File: src/rtl/edge_pkg.sv
// Shared constants and types for the edge pipeline (sobel, bbox scan, display).
// Frame geometry, datapath widths, scan FSM states and the BRAM tag bundle.
package edge_pkg;

  localparam int WIDTH        = 640;
  localparam int HEIGHT       = 480;
  localparam int ADDR_W       = 19;
  localparam int X_W          = 10;
  localparam int Y_W          = 9;
  localparam int SUM_W        = 28;
  localparam int READ_LATENCY = 2;
  localparam int MIN_COUNT    = 16;
  localparam int DIV_CNT_W    = 5;

  typedef enum logic [2:0] {
    ST_IDLE,
    ST_SCAN,
    ST_DRAIN,
    ST_DIV_X,
    ST_DIV_Y,
    ST_DONE
  } state_t;

  // Coordinates travelling alongside an outstanding BRAM read.
  typedef struct packed {
    logic           v;
    logic [X_W-1:0] x;
    logic [Y_W-1:0] y;
  } tag_t;

endpackage

File: src/rtl/seq_divider.sv
// Restoring divider: SUM_W-bit dividend by ADDR_W-bit divisor, one bit/cycle.
// Ports: clk, rst, go (load), dividend, divisor, quotient (low Q_W bits), div_done pulse.
module seq_divider
  import edge_pkg::*;
#(
  parameter int Q_W = X_W
) (
  input  logic              clk,
  input  logic              rst,
  input  logic              go,
  input  logic [SUM_W-1:0]  dividend,
  input  logic [ADDR_W-1:0] divisor,
  output logic [Q_W-1:0]    quotient,
  output logic              div_done
);

  logic [SUM_W-1:0]     q;
  logic [ADDR_W-1:0]    rem;
  logic [DIV_CNT_W-1:0] cnt;
  logic                 run;
  logic [ADDR_W:0]      rem_sh;
  logic [ADDR_W:0]      diff;

  // rem < divisor always holds, so the trial difference fits in ADDR_W+1
  // bits and its top bit is the "does not fit" flag.
  assign rem_sh   = {rem, q[SUM_W-1]};
  assign diff     = rem_sh - {1'b0, divisor};
  assign quotient = q[Q_W-1:0];

  always_ff @(posedge clk) begin
    if (rst) begin
      q        <= '0;
      rem      <= '0;
      cnt      <= '0;
      run      <= 1'b0;
      div_done <= 1'b0;
    end else begin
      div_done <= 1'b0;
      if (go) begin
        q   <= dividend;
        rem <= '0;
        cnt <= DIV_CNT_W'(SUM_W);
        run <= 1'b1;
      end else if (run) begin
        if (!diff[ADDR_W]) begin
          rem <= diff[ADDR_W-1:0];
          q   <= {q[SUM_W-2:0], 1'b1};
        end else begin
          rem <= rem_sh[ADDR_W-1:0];
          q   <= {q[SUM_W-2:0], 1'b0};
        end
        cnt <= cnt - 1'b1;
        if (cnt == DIV_CNT_W'(1)) begin
          run      <= 1'b0;
          div_done <= 1'b1;
        end
      end
    end
  end

endmodule

File: src/rtl/edge_bbox_scan.sv
// Raster-scans the edge BRAM after sobel finishes; reports edge count, bbox, centroid.
// Ports: clk, rst, start, edge_data in; edge_memory_addr, busy, done, found,
// count, x_min/x_max, y_min/y_max, x_centroid, y_centroid out.
//
// Latency: counting the first clock edge that samples start high as edge 1,
// done is first high after edge 1 + WIDTH*HEIGHT + READ_LATENCY + 60
// (two 30-cycle divisions). A frame with no edge pixels skips the divisions
// and finishes after edge 1 + WIDTH*HEIGHT + READ_LATENCY.
module edge_bbox_scan #(
  parameter int WIDTH        = edge_pkg::WIDTH,
  parameter int HEIGHT       = edge_pkg::HEIGHT,
  parameter int READ_LATENCY = edge_pkg::READ_LATENCY,
  parameter int MIN_COUNT    = edge_pkg::MIN_COUNT
) (
  input  logic                        clk,
  input  logic                        rst,
  input  logic                        start,
  input  logic [3:0]                  edge_data,
  output logic [edge_pkg::ADDR_W-1:0] edge_memory_addr,
  output logic                        busy,
  output logic                        done,
  output logic                        found,
  output logic [edge_pkg::ADDR_W-1:0] count,
  output logic [edge_pkg::X_W-1:0]    x_min,
  output logic [edge_pkg::X_W-1:0]    x_max,
  output logic [edge_pkg::Y_W-1:0]    y_min,
  output logic [edge_pkg::Y_W-1:0]    y_max,
  output logic [edge_pkg::X_W-1:0]    x_centroid,
  output logic [edge_pkg::Y_W-1:0]    y_centroid
);

  import edge_pkg::*;

  localparam logic [ADDR_W-1:0] LAST_ADDR = ADDR_W'(WIDTH * HEIGHT - 1);
  localparam logic [X_W-1:0]    X_LAST    = X_W'(WIDTH - 1);
  localparam logic [Y_W-1:0]    Y_LAST    = Y_W'(HEIGHT - 1);
  localparam logic [ADDR_W-1:0] MIN_CNT   = ADDR_W'(MIN_COUNT);
  localparam logic [3:0]        DRAIN_END = 4'(READ_LATENCY - 1);

  state_t            state;
  logic              start_d;
  logic              start_edge;
  logic [X_W-1:0]    x;
  logic [Y_W-1:0]    y;
  tag_t              pipe [READ_LATENCY];
  tag_t              smp;
  logic              hit;
  logic [SUM_W-1:0]  x_sum;
  logic [SUM_W-1:0]  y_sum;
  logic [3:0]        drain_cnt;
  logic              div_go;
  logic              div_done;
  logic [SUM_W-1:0]  dividend;
  logic [X_W-1:0]    quotient;

  assign start_edge = start & ~start_d;
  assign smp        = pipe[READ_LATENCY-1];
  assign hit        = smp.v && (edge_data != 4'd0);
  assign dividend   = (state == ST_DIV_Y) ? y_sum : x_sum;

  seq_divider #(
    .Q_W (X_W)
  ) u_div (
    .clk      (clk),
    .rst      (rst),
    .go       (div_go),
    .dividend (dividend),
    .divisor  (count),
    .quotient (quotient),
    .div_done (div_done)
  );

  always_ff @(posedge clk) begin
    if (rst) begin
      state            <= ST_IDLE;
      start_d          <= 1'b0;
      x                <= '0;
      y                <= '0;
      x_sum            <= '0;
      y_sum            <= '0;
      drain_cnt        <= '0;
      div_go           <= 1'b0;
      edge_memory_addr <= '0;
      busy             <= 1'b0;
      done             <= 1'b0;
      found            <= 1'b0;
      count            <= '0;
      x_min            <= '0;
      x_max            <= '0;
      y_min            <= '0;
      y_max            <= '0;
      x_centroid       <= '0;
      y_centroid       <= '0;
      for (int i = 0; i < READ_LATENCY; i++)
        pipe[i] <= '0;
    end else begin
      start_d <= start;
      div_go  <= 1'b0;

      // Tag each issued address so its data returns with its coordinates.
      pipe[0] <= tag_t'{v: (state == ST_SCAN), x: x, y: y};
      for (int i = 1; i < READ_LATENCY; i++)
        pipe[i] <= pipe[i-1];

      if (hit) begin
        count <= count + 1'b1;
        x_sum <= x_sum + SUM_W'(smp.x);
        y_sum <= y_sum + SUM_W'(smp.y);
        if (smp.x < x_min) x_min <= smp.x;
        if (smp.x > x_max) x_max <= smp.x;
        if (smp.y < y_min) y_min <= smp.y;
        if (smp.y > y_max) y_max <= smp.y;
      end

      unique case (state)
        ST_IDLE, ST_DONE: begin
          if (start_edge) begin
            state            <= ST_SCAN;
            busy             <= 1'b1;
            done             <= 1'b0;
            found            <= 1'b0;
            count            <= '0;
            x_sum            <= '0;
            y_sum            <= '0;
            x_min            <= X_LAST;
            y_min            <= Y_LAST;
            x_max            <= '0;
            y_max            <= '0;
            x_centroid       <= '0;
            y_centroid       <= '0;
            edge_memory_addr <= '0;
            x                <= '0;
            y                <= '0;
          end
        end
        ST_SCAN: begin
          if (edge_memory_addr == LAST_ADDR) begin
            state     <= ST_DRAIN;
            drain_cnt <= '0;
          end else begin
            edge_memory_addr <= edge_memory_addr + 1'b1;
            if (x == X_LAST) begin
              x <= '0;
              y <= y + 1'b1;
            end else begin
              x <= x + 1'b1;
            end
          end
        end
        ST_DRAIN: begin
          if (drain_cnt == DRAIN_END) begin
            // The last sample is being added on this same edge, so an
            // empty frame also needs no hit in flight.
            if (count == '0 && !hit) begin
              state <= ST_DONE;
              done  <= 1'b1;
              busy  <= 1'b0;
              found <= 1'b0;
              x_min <= '0;
              x_max <= '0;
              y_min <= '0;
              y_max <= '0;
            end else begin
              state  <= ST_DIV_X;
              div_go <= 1'b1;
            end
          end else begin
            drain_cnt <= drain_cnt + 1'b1;
          end
        end
        ST_DIV_X: begin
          if (div_done) begin
            x_centroid <= quotient;
            state      <= ST_DIV_Y;
            div_go     <= 1'b1;
          end
        end
        ST_DIV_Y: begin
          if (div_done) begin
            y_centroid <= quotient[Y_W-1:0];
            state      <= ST_DONE;
            done       <= 1'b1;
            busy       <= 1'b0;
            found      <= (count >= MIN_CNT);
          end
        end
        default: state <= ST_IDLE;
      endcase
    end
  end

endmodule

File: config.mk
export PLATFORM = sky130hd
export DESIGN_NAME = edge_bbox_scan
export DESIGN_NICKNAME = d
export VERILOG_FILES = /design/src/rtl/edge_pkg.sv /design/src/rtl/seq_divider.sv /design/src/rtl/edge_bbox_scan.sv
export SDC_FILE = /design/constraint.sdc
export NUM_CORES = 1
export LEC_CHECK = 0
export BUFFER_PORTS_ARGS = -buffer_cell sky130_fd_sc_hd__buf_2
export CORE_UTILIZATION = 32
export CTS_BUF_LIST = sky130_fd_sc_hd__clkbuf_4
export DETAILED_ROUTE_END_ITERATION = 8
export PLACE_DENSITY = 0.53
export SYNTH_ARGS = -nofsm -noshare
export SYNTH_HDL_FRONTEND = slang
export SYNTH_SLANG_ARGS = --single-unit
File: constraint.sdc
create_clock -name clk -period 6.4 [get_ports clk]
set_input_delay 0.64 -clock clk [delete_from_list [all_inputs] [get_ports clk]]
set_output_delay 0.64 -clock clk [all_outputs]
set_load 0.03 [all_outputs]
Word-level counts from Yosys, hierarchy flattened --
Memories as Yosys holds them, arrays and structs flattened. Index checks and enable logic that the tools add are counted. Widths: inputs -> output; s select.
Storage, ports and cells: flip-flop bits (word level) 236, bits in writable memories 40, bits of input ports 7, output and inout bits 98, logic and storage cells 175, memories 1
Memory list:
- pipe | depth 2, width 20, read ports 2, clocked after Yosys merged registers in 0, write ports 2, line edge_bbox_scan.sv:45 | tag_t pipe [READ_LATENCY];
Operators by class: add/subtract/negate cells 9, magnitude comparators 5, equal/unequal tests 18, mux-type cells 90, bitwise operators 5, reductions and logical operators 22
Operators by type and width (number):
- $mux 28 | 9
- $mux 10 | 14
- $mux 9 | 14
- $mux 19 | 6
- $pmux 10 s2 | 4
- $pmux 9 s2 | 4
- $mux 20 | 2
- $add 19x1->19 const B | 2
- $pmux 19 s2 | 1
- $add 28x10->28 | 1
- $add 28x9->28 | 1
- $mux 1 | 20
- $sub 20x19->20 | 1
- $eq 19x19->1 const B | 1
- $ge 19x5->1 const B | 1
- $logic_not 19->1 | 1
- $mux 3 | 6
- $pmux 3 s5 | 1
- $reduce_and 3->1 | 4
- $add 10x1->10 const B | 1
- $eq 10x10->1 const B | 1
- $gt 10x10->1 | 1
- $lt 10x10->1 | 1
- $mux 5 | 2
- other kinds (29) | 50

Depth between registers and ports, before layout --
Gate-level depths: netlist (run 1).
depth after elaboration 7, gate-level depth with buffers 11, gate-level depth less buffers 10

Modules after synthesis --
A second synthesis (run 1) with hierarchy kept.
Second synthesis, totals: cell total of the unflattened synthesis 1690, area, all modules 14486.4 sq um
Modules (own cells, without submodules):
- edge_bbox_scan | times used 1, cells each 1266, area each 11079.4 sq um, sequential area each 4444.3 sq um
- seq_divider | times used 1, cells each 424, area each 3407.0 sq um, sequential area each 1081.0 sq um

Least setup slack after synthesis (run 1) --
OpenSTA, ideal clock, no wires.
kind register to register, start point register count[4] (netlist bit), end point register u_div.rem[10], setup time 0.132 ns, arrival 2.614 ns, data required time 6.268 ns, path slack 3.654 ns, stages on the path, launching flop included 11, path buffers 1, clock period less this slack 2.746 ns, path through dfxtp_1 inv_1 ha_1 a21oi_1 nand2_1 o211ai_1 a211oi_1 a211oi_4 buf_6 mux2i_1 a21oi_1
Between the ends: word-level cells in the longest chain between the ends 2
RTL lines:
- from (decl) | line edge_bbox_scan.sv:23 | output logic [edge_pkg::ADDR_W-1:0] count,
- from (signal assigned) | line edge_bbox_scan.sv:106 | count <= count + 1'b1;
- $sub 20x19->20 | line seq_divider.sv:27 | assign diff = rem_sh - {1'b0, divisor};
- $mux 19 | line seq_divider.sv:45 | if (!diff[ADDR_W]) begin
- to (signal assigned) | line seq_divider.sv:46 | rem <= diff[ADDR_W-1:0];
- to (signal assigned) | line seq_divider.sv:49 | rem <= rem_sh[ADDR_W-1:0];
- to (decl) | line seq_divider.sv:18 | logic [ADDR_W-1:0] rem;
No other way between the ends. A chain may end at the register's enable or synchronous reset.

Final worst setup path (run 1) --
start point register state[0], end point register x_sum[26]
Between the ends: word-level cells in the longest chain between the ends 3, elaborated cells between the ends (all ways) 4, those cells by class eq/ne: 1; mux: 1; reduce/logical: 2
RTL lines:
- from (decl) | line edge_bbox_scan.sv:40 | state_t state;
- from (signal assigned) | line edge_bbox_scan.sv:75 | state <= ST_IDLE;
- from (signal assigned) | line edge_bbox_scan.sv:118 | state <= ST_SCAN;
- from (signal assigned) | line edge_bbox_scan.sv:138 | state <= ST_DRAIN;
- $eq 3x3->1 / $logic_not 3->1 (equally long branches) | line edge_bbox_scan.sv:115 | unique case (state)
- $reduce_or 2->1 * | line edge_bbox_scan.sv:115
- $mux 28 * | line edge_bbox_scan.sv:115
- to (signal assigned) | line edge_bbox_scan.sv:107 | x_sum <= x_sum + SUM_W'(smp.x);
- to (decl) | line edge_bbox_scan.sv:48 | logic [SUM_W-1:0] x_sum;
Every way passes the cells marked *; elsewhere a longest branch is shown, timed or not.

==> flow_metrics.py, run 1 <==
metrics = {
    "clock_network": {
        "clk_pin_slew_ps": 60,
        "cts_setup_buffers": 0,
        "cts_tree": "done",
        "clock_path_buffers": 3,
        "numCtsBuffers": 78,
        "insertion_delay_ps": 750,
        "cts_resized": 0,
        "hold_buffers": 0,
        "clock-sinks": 276,
        "htree_levels": 3,
        "cts_root_buffer": "clkbuf_4",
    },
    "global_route": {
        "grt_pass1_vias": 11750,
        "grt_antenna_before_repair": 3,
        "globalRouteOverflowTotal": 0,
        "grt_max_degree": 97,
        "track_usage": 0.1669,
        "grt_pass1_wl_um": 60770,
    },
    "run": {
        "cap_violations": 0,
    },
    "die": {
        "ioPinCount": 105,
        "die_area_um2": 45460,
        "core_um2": 44120,
        "die_w_um": 213.2,
        "die_height_um": 213.2,
        "start_util": 0.3236,
        "rows": 77,
    },
    "routing": {
        "drc": 0,
        "num_vias": 12350,
        "wire_per_inst_um": 15.46,
        "drt_iter0_drc": 690,
        "viasPerCell": 5.074,
        "drt-pass1-iter-count": 6,
        "wl_um": 37640,
        "drtAntennaViolNets": 0,
    },
    "setup_path": {
        "crit_fanout": 65,
        "cp_cell_sequence": "xor2_1, or3_1, buf_4, nand2b_2, buf_4, or4_1, nand2_1",
        "critPathKind": "register to register",
        "crit_path_end_kind": "register",
        "cp.arrival_ps": 3700,
        "worstPathRequired_ps": 7060,
        "reg2reg_slack_ps": 3360,
        "startpoint_type": "register",
        "slowest_delay_ps": 710,
        "crit_slowest_cell": "dfxtp_1",
        "path_common_cell": "buf_4",
    },
    "yosys": {
        "synth_seq_cells": 276,
        "yosysSeqAreaShare": 0.3870,
        "ys_async_sr_fraction": 0,
        "synth_compound_area_frac": 0.1699,
        "syn_area_um2": 14280,
        "syn_avg_cell_area_um2": 8.498,
        "synth-main-ff-cell": "dfxtp_1",
        "synthCells": 1680,
        "muxShareOfSynthArea": 0.04364,
        "yosysUniqueCellTypes": 75,
        "synth-xor-area-share": 0.04969,
        "synth-edff-count": 0,
        "ys_warn_count": 0,
        "synth_top_family_by_area": "simple AND/OR/NAND/NOR gates",
        "synth-adder-area-share": 0.07694,
        "synth_nets": 1773,
        "synth-simple-area-share": 0.2263,
    },
    "power": {
        "internal_power_mw": 2.836,
        "ir_worst_vdd_mv": 0.1176,
        "p_sw_frac": 0.3287,
        "clock_power_share": 0.379,
        "total_leakage_power_nw": 6.392,
        "power_density_nw_per_um2": 259.9,
        "p_sw_mw": 1.389,
        "power_frac_comb": 0.183,
        "seq_power_share": 0.438,
    },
    "worst_hold_path": {
        "hold_class": "input pin to register",
    },
    "sta": {
        "finalClockSkew_ps": 52.73,
        "tightest_slew_ps": 1228,
        "rsz0062_at_grt": "no",
        "setup_viol": 0,
        "slew_headroom": 0.1776,
        "finalMaxSlewViolations": 0,
        "finalHoldViolations": 0,
        "finalCritPeriodShare": 0.4745,
        "setup-tns-final_ps": 0,
        "period_minus_slack_ps": 3037,
        "fmax_mhz": 329.3,
    },
    "placed_design": {
        "dp_cells": 2303,
        "hpwl_um": 25560,
        "port_buffers": 104,
        "gp_congestion": 0.8430,
    },
    "layout": {
        "area_growth_pct": 13.86,
        "nNetsFinal": 1884,
        "drive_gt1_frac": 0.1406,
        "final_cells": 2435,
    },
    "status": {
        "status": "finished, final reports clean",
    },
}
==> layer usage <==
metal  vias to the layer above  global-route usage  share of wire
li1                       6241                   -              -
met1                      5768              0.2185           0.47
met2                       273              0.2627           0.45
met3                        68             0.03912          0.060
met4                         4             0.06798          0.024
met5                         -                   0        0.00061
==> layout make-up <==
class | count | area, um2
clock buffer | 111 | 833.3
sequential | 276 | 5528
clock inverter | 20 | 111.4
multi-input combinational | 1235 | 8112
tap | 592 | 740.7
timing repair buffer | 116 | 613.1
fill | 4705 | 27870
antenna | 1 | 2.502
inverter | 84 | 315.3
==> sequential cells by signal, indices dropped and copies added, names as in the netlist, 3 cells and up <==
| signal | count |
|---|---|
| count | 19 |
| drain_cnt | 4 |
| edge_memory_addr | 19 |
| pipe | 40 |
| state | 3 |
| u_div.cnt | 5 |
| u_div.q | 28 |
| u_div.rem | 19 |
| x | 10 |
| x_centroid | 10 |
| x_max | 10 |
| x_min | 10 |
| x_sum | 28 |
| y | 9 |
| y_centroid | 9 |
| y_max | 9 |
| y_min | 9 |
| y_sum | 28 |
==> per-stage QoR <==
stage / util / area (um2) / power [mW] / worst slack [ps] / hold WS, ps
finish: 0.3684 / 16260 / 4.225 / 3363 / 153.4
global route: 0.3684 / 16260 / 4.472 / 3153 / 94.26
CTS: 0.3683 / 16250 / 4.304 / 3375 / 62.32
global placement: 0.3469 / 15310 / 2.655 / 3165 / 414.4
floorplan: - / 14280 / 2.439 / 3654 / 413.8
detailed placement: 0.3469 / 15310 / 2.663 / 3088 / 423.9
==> cells in the mapped netlist (50+ instances only) <==
master	n	area (um2)
nand2_1	172	645.6
nand3_1	64	320.3
nor2b_1	85	531.8
xnor2_1	50	437.9
o21ai_0	58	290.3
clkbuf_1	56	210.2
inv_1	84	315.3
dfxtp_1	276	5525
a21oi_1	110	550.5
ha_1	83	1039
nor2_1	148	555.5
mux2i_1	60	600.6
==> cells by family (layout without fill, tap and decap cells) <==
group	Yosys count	in the layout
mux	62	62
buf+inv	169	331
flops	276	276
compound gates	358	358
simple gates	648	648
other cells	0	1
fa+ha+maj	86	86
xor+xnor	81	81
==> critical path, delay by kind of cell, from the launching register on <==
family	cells	cell delay [ps]
XOR/XNOR	1	260
flip-flops	1	710
buffers and inverters	2	820
AND/OR/NAND/NOR	4	1110
==> power groups by stage <==
stage | Clock [mW] | Combinational, mW | Sequential, mW
after floorplan | 0 | 0.519 | 1.92
after global placement | 0 | 0.768 | 1.89
after detailed placement | 0 | 0.775 | 1.89
after CTS | 1.67 | 0.780 | 1.85
after global routing | 1.76 | 0.850 | 1.86
final | 1.60 | 0.772 | 1.85
==> placed cells by master, fill, tap and decap left out, types with 4 or more instances in the layout <==
| master | count |
|---|---|
| or2_2 | 5 |
| a211oi_1 | 43 |
| xor2_1 | 31 |
| o211ai_1 | 21 |
| nor4_1 | 9 |
| nand2_1 | 172 |
| buf_2 | 103 |
| a21oi_1 | 110 |
| nand4_1 | 33 |
| or4_1 | 10 |
| clkinv_1 | 14 |
| a22oi_1 | 11 |
| and4_1 | 8 |
| buf_4 | 13 |
| nand3_1 | 64 |
| nor2_1 | 147 |
| inv_1 | 84 |
| nor2b_1 | 84 |
| o21a_1 | 10 |
| nand2b_1 | 13 |
| and3_1 | 20 |
| o2111ai_1 | 6 |
| dfxtp_1 | 274 |
| o21ai_1 | 4 |
| a311oi_1 | 31 |
| nand3b_1 | 10 |
| ha_1 | 83 |
| o21ai_0 | 58 |
| clkbuf_4 | 111 |
| a21o_1 | 15 |
| xnor2_1 | 50 |
| a211o_1 | 7 |
| or3_1 | 20 |
| and2_1 | 5 |
| mux2i_1 | 60 |
| nand4b_1 | 4 |
| nor3_1 | 28 |
==> worst paths after layout <==
check	from	to	cells after the start
setup / recovery	state[0]$_SDFFE_PP0P_	x_sum[26]$_SDFF_PP0_	7
hold / removal	start	start_d$_SDFF_PP0_	2
setup reg to reg	state[0]$_SDFFE_PP0P_	x_sum[26]$_SDFF_PP0_	7
hold reg to reg	pipe[0][10]$_SDFF_PP0_	pipe[0][30]$_SDFF_PP0_	1
No activity file was read; power rests on OpenSTA's default activity.
==> run 2, diff against run 1 <==
ABC_AREA = 1   (was unset)
clock period = 3.1 ns   (was 6.4 ns; I/O delays follow)
==> run 2 against run 1 <==
Net effect:
- global-route usage increased by 2.1 points
- flip-flop and latch count stayed put
- first-iteration DRC count grew 24%
- via count grew 17%
- sequential power up 110%
- critical path depth is 5 higher
- highest routed layer is now met4
==> flow_metrics.py, run 2 <==
metrics = {
    "setup_path": {
        "critPathKind": "register to register",
        "crit_path_end_kind": "register",
        "cp.arrival_ps": 3070,
        "cp_cell_sequence": "inv_1, ha_1, nand2_2, inv_1, a21oi_2, nand2_1, nand2_2, nand4_4, nand2_4, nand2_1, nand3_1, a21oi_1",
        "r2r_cells": 12,
        "r2r_end": "u_div.rem[0]$_SDFFE_PP0P_",
        "rr_startpoint": "count[10]$_SDFF_PP0_",
        "reg2reg_slack_ps": 650,
        "crit_slowest_cell": "dfxtp_1",
        "crit_fanout": 18,
        "startpoint_type": "register",
        "slowest_delay_ps": 390,
        "worstPathRequired_ps": 3720,
    },
    "status": {
        "status": "finished, final reports clean",
    },
    "clock_network": {
        "htree_levels": 3,
        "cts_root_buffer": "clkbuf_4",
        "clock-sinks": 276,
        "cts_tree": "done",
        "insertion_delay_ps": 780,
        "clock_path_buffers": 3,
        "clk_pin_slew_ps": 60,
        "hold_buffers": 2,
        "cts_resized": 0,
        "cts_setup_buffers": 0,
        "numCtsBuffers": 82,
    },
    "run": {
        "cap_violations": 0,
    },
    "layout": {
        "area_growth_pct": 14.91,
        "final_cell_mix": "nand2_1, dfxtp_1, inv_1",
        "fin_area_um2": 17300,
        "largest_reg_flops": 40,
        "top_register": "pipe",
        "drive_gt1_frac": 0.1449,
        "fillCellCount": 5048,
        "layout_commonest_cell": "nand2_1",
        "fin_util": 0.3724,
        "nNetsFinal": 2400,
    },
    "power": {
        "power_density_nw_per_um2": 558.5,
        "power.total_mw": 9.662,
        "total_leakage_power_nw": 7.462,
        "ir_worst_vdd_mv": 0.3490,
    },
    "yosys": {
        "synthCells": 2165,
        "synth_common_cells": "nand2_1, dfxtp_1, inv_1, nor2_1, a21oi_1",
        "synth_nets": 2258,
        "synth_seq_cells": 276,
        "synth.most_common_cell": "nand2_1",
        "synth-edff-count": 0,
        "ys_warn_count": 0,
        "ys_async_sr_fraction": 0,
        "syn_avg_cell_area_um2": 6.954,
        "synth.area.top_cells": "dfxtp_1, nand2_1, a21oi_1, ha_1, inv_1",
        "yosysSeqAreaShare": 0.3670,
        "yosysUniqueCellTypes": 55,
        "synth_top_area_frac": 0.3670,
        "syn_area_um2": 15060,
        "synth-main-ff-cell": "dfxtp_1",
        "netlist.top_cell.by_area": "dfxtp_1",
    },
    "global_route": {
        "grt_max_degree": 80,
        "globalRouteOverflowTotal": 0,
        "grt_pass1_wl_um": 71690,
        "grt_pass1_vias": 13990,
        "track_usage": 0.1874,
        "grt_antenna_before_repair": 2,
    },
    "worst_hold_path": {
        "hold_end": "start_d$_SDFF_PP0_",
        "hold_start": "start",
        "hold_class": "input pin to register",
        "holdPathStages": 4,
    },
    "sta": {
        "fmax_mhz": 408.7,
        "finalMaxSlewViolations": 0,
        "finalCritPeriodShare": 0.7893,
        "finalHoldViolations": 0,
        "setup_viol": 0,
        "rsz0062_at_grt": "no",
        "slew_headroom": 0.4180,
        "period_minus_slack_ps": 2447,
        "setup-tns-final_ps": 0,
        "finalClockSkew_ps": 52.00,
        "tightest_slew_ps": 873.0,
    },
    "die": {
        "die_w_um": 218.9,
        "rows": 79,
        "core_um2": 46460,
        "start_util": 0.3241,
        "die_area_um2": 47920,
        "ioPinCount": 105,
        "die_height_um": 218.9,
    },
    "routing": {
        "drc": 0,
        "wl_um": 44530,
        "viasPerCell": 4.862,
        "wire_per_inst_um": 14.93,
        "num_vias": 14500,
        "drtAntennaViolNets": 0,
        "drt-pass1-iter-count": 5,
        "drt_iter0_drc": 859,
    },
    "placed_design": {
        "gp_congestion": 0.8654,
        "dpl_cell_area_um2": 16210,
        "hpwl_um": 32700,
        "port_buffers": 104,
    },
}
==> run 2: cells by family (layout without fill, tap and decap cells) <==
logic type	Yosys count	count (layout)	synth area share
simple gates	974	974	0.2855
compound gates	430	430	0.1574
buf+inv	355	564	0.09158
flops	276	276	0.3670
other cells	0	1	0
xor+xnor	44	44	0.02560
fa+ha+maj	86	86	0.07297
==> run 2: metal layers <==
metal  vias to the layer above  track usage  part of all wire
met5                         -            0                 0
met1                      6626       0.2461              0.48
met2                       343       0.3032              0.45
met3                        68      0.04019             0.053
met4                         0      0.06204             0.022
li1                       7460            -                 -
==> run 2: area by class of cell <==
| class | instances | area [um2] | share of cell area |
|---|---|---|---|
| flip-flops and latches | 276 | 5525 | 0.3194 |
| diodes | 1 | 2.502 | 0.0001446 |
| well taps | 607 | 759.5 | 0.04390 |
| repair buffers | 126 | 715.7 | 0.04137 |
| multi-input cells | 1534 | 8152 | 0.4712 |
| clock buffers | 124 | 930.9 | 0.05381 |
| clock inverters | 27 | 137.6 | 0.007955 |
| inverters | 287 | 1077 | 0.06227 |
==> run 2: worst max-delay path, delay by kind of cell (launching register included) <==
family | cells | cell delay [ps]
and+or+nand+nor | 7 | 1100
DFF | 1 | 390
adders and majority gates | 1 | 390
AOI/OAI and AO/OA | 2 | 260
buffers and inverters | 2 | 160
==> run 2: report_power, final <==
part | internal, mW | total, mW | switching, mW
Clock | 1.91 | 3.56 | 1.65
Combinational | 0.613 | 2.20 | 1.59
Sequential | 3.73 | 3.90 | 0.165
Total | 6.26 | 9.66 | 3.40
==> run 2: stage by stage <==
stage               hold WS, ps  worst slack [ps]  std cells
floorplan                 388.3             804.6       2165
global placement          391.0             665.8       2828
detailed placement        392.2             649.3       2828
CTS                       245.0             628.4       2981
global route              286.1             378.8       2982
finish                    333.5             653.1       2982
==> run 2: worst max path at each step <==
stage / from / slack (ps) / cells after the start / to
floorplan: count[10]$_SDFF_PP0_ / 800 / 13 / u_div.q[0]$_SDFFE_PP0P_
global placement: edge_data[3] / 670 / 11 / x_min[0]$_SDFF_PP0_
detailed placement: count[12]$_SDFF_PP0_ / 650 / 12 / u_div.rem[2]$_SDFFE_PP0P_
CTS: count[10]$_SDFF_PP0_ / 630 / 12 / u_div.rem[0]$_SDFFE_PP0P_
global route: count[10]$_SDFF_PP0_ / 380 / 12 / u_div.rem[2]$_SDFFE_PP0P_
finish: count[10]$_SDFF_PP0_ / 650 / 12 / u_div.rem[0]$_SDFFE_PP0P_
